## src/rtl/debug_reg_uart_dumper.sv

```systemverilog
// Walks the register-file debug port over x0..x(NUM_REGS-1) and streams each
// 32-bit word out an 8N1 UART line, most significant byte first.
module debug_reg_uart_dumper #(
  parameter int unsigned CLKS_PER_BIT = 868,
  parameter int unsigned NUM_REGS     = 32
) (
  input  logic        clk,
  input  logic        reset,
  input  logic        start,
  output logic [4:0]  Debug_Source_select,
  input  logic [31:0] Debug_out,
  output logic        tx,
  output logic        busy,
  output logic        done
);

  localparam int unsigned BAUD_W = (CLKS_PER_BIT > 1) ? $clog2(CLKS_PER_BIT) : 1;
  localparam logic [BAUD_W-1:0] BAUD_LAST = BAUD_W'(CLKS_PER_BIT - 1);
  localparam logic [4:0] LAST_REG = 5'(NUM_REGS - 1);

  typedef enum logic [2:0] {
    IDLE,
    SETTLE,
    START,
    DATA,
    STOP
  } state_t;

  state_t              state;
  logic [BAUD_W-1:0]   baud_cnt;
  logic [2:0]          bit_idx;
  logic [1:0]          byte_idx;
  logic [31:0]         word_q;
  logic                fin_q;
  logic                baud_end;

  assign baud_end = (baud_cnt == BAUD_LAST);

  // Sequencer: tx, busy and done are registered one cycle behind the state,
  // so the line and the completion pulse stay aligned with each other.
  always_ff @(posedge clk or posedge reset) begin
    if (reset) begin
      state               <= IDLE;
      baud_cnt            <= '0;
      bit_idx             <= '0;
      byte_idx            <= '0;
      word_q              <= '0;
      fin_q               <= 1'b0;
      Debug_Source_select <= '0;
      tx                  <= 1'b1;
      busy                <= 1'b0;
      done                <= 1'b0;
    end else begin
      done  <= fin_q;
      fin_q <= 1'b0;
      if (fin_q) begin
        busy <= 1'b0;
      end

      case (state)
        START:   tx <= 1'b0;
        DATA:    tx <= word_q[{byte_idx, bit_idx}];
        default: tx <= 1'b1;
      endcase

      case (state)
        IDLE: begin
          // fin_q blocks a restart until done has been presented
          if (start && !fin_q) begin
            state               <= SETTLE;
            busy                <= 1'b1;
            Debug_Source_select <= '0;
          end
        end

        SETTLE: begin
          word_q   <= Debug_out;
          byte_idx <= 2'd3;
          bit_idx  <= '0;
          baud_cnt <= '0;
          state    <= START;
        end

        START: begin
          if (baud_end) begin
            baud_cnt <= '0;
            state    <= DATA;
          end else begin
            baud_cnt <= baud_cnt + BAUD_W'(1);
          end
        end

        DATA: begin
          if (baud_end) begin
            baud_cnt <= '0;
            if (bit_idx == 3'd7) begin
              bit_idx <= '0;
              state   <= STOP;
            end else begin
              bit_idx <= bit_idx + 3'd1;
            end
          end else begin
            baud_cnt <= baud_cnt + BAUD_W'(1);
          end
        end

        STOP: begin
          if (baud_end) begin
            baud_cnt <= '0;
            if (byte_idx != 2'd0) begin
              byte_idx <= byte_idx - 2'd1;
              state    <= START;
            end else if (Debug_Source_select != LAST_REG) begin
              Debug_Source_select <= Debug_Source_select + 5'd1;
              state               <= SETTLE;
            end else begin
              Debug_Source_select <= '0;
              fin_q               <= 1'b1;
              state               <= IDLE;
            end
          end else begin
            baud_cnt <= baud_cnt + BAUD_W'(1);
          end
        end

        default: state <= IDLE;
      endcase
    end
  end

endmodule

```

## config.mk

```make
export PLATFORM = sky130hd
export DESIGN_NAME = debug_reg_uart_dumper
export DESIGN_NICKNAME = d
export VERILOG_FILES = /design/src/rtl/debug_reg_uart_dumper.sv
export SDC_FILE = /design/constraint.sdc
export NUM_CORES = 1
export LEC_CHECK = 0
export ABC_AREA = 1
export BUFFER_PORTS_ARGS = -buffer_cell sky130_fd_sc_hd__buf_2
export CORE_MARGIN = 4
export CORE_UTILIZATION = 57
export CTS_CLUSTER_DIAMETER = 50
export DETAILED_ROUTE_END_ITERATION = 8
export PLACE_DENSITY = 0.8
export SLEW_MARGIN = 20
export SYNTH_ARGS = -nofsm -noshare
export SYNTH_HDL_FRONTEND = slang
export SYNTH_SLANG_ARGS = --single-unit
```

## constraint.sdc

```tcl
create_clock -name clk -period 2.5 [get_ports clk]
set_clock_uncertainty 0.05 [all_clocks]
set_input_delay 0.75 -clock clk [delete_from_list [all_inputs] [get_ports clk]]
set_output_delay 0.75 -clock clk [all_outputs]
set_load 0.01 [all_outputs]
```

==> results.yml <==
timing:
  max_slew_margin: 0.617
  rsz0062_at_grt: "false"
  period_share: 0.713
  setup_ws_ps: 717
  slew_viol_final: 0
  period_minus_slack_ps: 1780
  fmax_mhz: 561
  tightest_slew_ps: 574
  final-setup-viol-count: 0
  hold_viol_final: 0
  setup_tns_ps: 0
pwr:
  switching_power_mw: 1.62
  internal_power_mw: 2.52
  p_leak_nw: 1.82
  irDropWorstVdd_v: 0.000608
  p_sw_frac: 0.390
  power_density_mw_per_mm2: 1190
  p_comb_frac: 0.356
  clockPowerShare: 0.257
  p_seq_frac: 0.387
floorplanning:
  rows: 26
  io_pins: 43
  die_x_um: 80.2
  start_util: 0.585
  dieArea_sq_mm: 0.00643
  core_sq_mm: 0.00507
  fp.dieH_um: 80.2
worst_setup_path:
  critPathMaxStageDelay_ps: 520
  critPathLaunchType: "register"
  r2r-start: "bit_idx[0]"
  startpoint: "tx"
  crit_chain: "buf_2"
  cp.arrival_ps: 980
  worst-path-buf-inv: 1
  cp-end-kind: "output pin"
  path_delay_family: "flip-flops"
  criticalPathCategory: "register to output pin"
  path_max_fanout: 1
  cpMaxStageDelayCell: "dfstp_2"
  worst_ep_required_time_ps: 1700
grt:
  grt_max_degree: 60
  antenna_found_initial: 0
  grt_pass1_wl_um: 11000
  grt-ovfl-total: 0
  grt_pass1_vias: 2416
  track_usage: 0.221
logic_synthesis:
  yosysUniqueCellTypes: 34
  synth_area_sq_mm: 0.00297
  synth_edf_count: 0
  synth_seq_cells: 59
  synthCells: 374
  syn_avg_cell_area_sq_um: 7.94
  seq_area_frac_synth: 0.498
  synth_flop_cell: "dfrtp_1"
  syn_nets: 415
  async_flop_share: 1.00
  ys_warn_count: 0
route:
  drc: 0
  drtIter0Drc: 176
  wirelength_um: 6160
  post_drt_wl_per_cell_um: 12.5
  viasPerCell: 5.05
  firstDrtPassIters: 4
  num_vias: 2496
  ant_nets: 0
placed_design:
  dp_hpwl_um: 4290
  gp_congestion: 0.854
  io_buffer_count: 42
  place_ws_ps: 758
hold_path:
  hold_class: "register to register"
  hold_start: "fin_q"
clocking:
  worstSkewPairLatency_ps: 340
  htree_levels: 3
  ctsLongestPathBuffers: 2
  post-cts-setup-buffer-count: 0
  clkSinkCount: 59
  root_buffer: "clkbuf_8"
  cts_hold_buffers: 0
  postCtsResizedCells: 0
  cts_buffers: 9
  clkTransAtPathRegs_ps: 70
  cts_tree: "yes"
final_layout:
  layout.nets: 460
  syn2layout_area_growth_pct: 17.2
  final_common_cell: "nand2_1"
  drive_above_1_share: 0.203
  fillers: 439
  ff_latch_area_sq_mm: 0.00148
  multiInputGateArea_sq_mm: 0.00134
  n_antenna_cell: 0
  final_cell_mix: "165 x nand2_1, 58 x dfrtp_1, 42 x buf_2"
run_status:
  status: "completed"
run:
  maxCapViolCount: 0
layout make-up:
type | count | area share
clock buffers | 11 | 0.0406
clock inverters | 5 | 0.0288
inverters | 27 | 0.0291
multi-input cells | 278 | 0.384
flip-flops and latches | 59 | 0.425
well taps | 70 | 0.0252
repair buffers | 44 | 0.0683
metrics by stage:
step	util	hold slack, ps	cell area (sq um)	power (mW)	instances
2_1_floorplan	-	304	2970	2.73	374
3_3_place_gp	0.638	310	3240	3.01	478
3_5_place_dp	0.638	319	3240	3.09	478
4_1_cts	0.686	332	3480	4.16	494
5_1_grt	0.686	353	3480	4.48	494
6_report	0.686	327	3480	4.14	494
registers in the layout (all words and copies together), names as in the netlist:
signal	flops
Debug_Source_select	5
baud_cnt	10
bit_idx	3
busy	1
byte_idx	2
done	1
fin_q	1
state	3
tx	1
word_q	32
metal layers:
metal	up-vias	wire length [um]	global-route usage
met1	1150	2960	0.301
met5	-	0	0
met3	6	297	0.0673
met2	58	2850	0.331
met4	0	63	0.0828
li1	1282	-	-
logic make-up (layout without fill, tap and decap cells):
group	count (synthesis)	after routing	synth area share
xor+xnor	6	6	0.0177
compound gates	32	32	0.0619
fa+ha+maj	6	6	0.0253
flops	59	59	0.498
buf+inv	37	87	0.0527
simple gates	234	234	0.345
final timing paths:
check                      cells after the start           to  slack, ps
max                                            1           tx        720
min                                            0         done        330
max reg2reg                                    7   bit_idx[1]        760
min reg2reg                                    0         done        330
max in group asynchronous                      3           tx       1690
min in group asynchronous                      3  baud_cnt[9]        400
cell usage after synthesis (4+ instances only):
library cell / number / area share
inv_2: 8 / 0.010
ha_1: 6 / 0.025
dfrtp_1: 58 / 0.49
nor2_2: 4 / 0.0084
inv_1: 19 / 0.024
o21ai_0: 13 / 0.022
nand3_1: 33 / 0.056
nand2_1: 165 / 0.21
buf_2: 5 / 0.0084
a21oi_1: 6 / 0.010
xor2_1: 6 / 0.018
nor2_1: 13 / 0.016
o21ai_1: 5 / 0.0084
power groups by stage:
stage               clock network (mW)  registers, mW  logic, mW
floorplan                            0           1.49       1.24
global placement                     0           1.60       1.41
detailed placement                   0           1.60       1.48
CTS                               1.08           1.60       1.49
global route                      1.12           1.64       1.71
finish                            1.06           1.60       1.47
No activity file was read; power rests on OpenSTA's default activity.
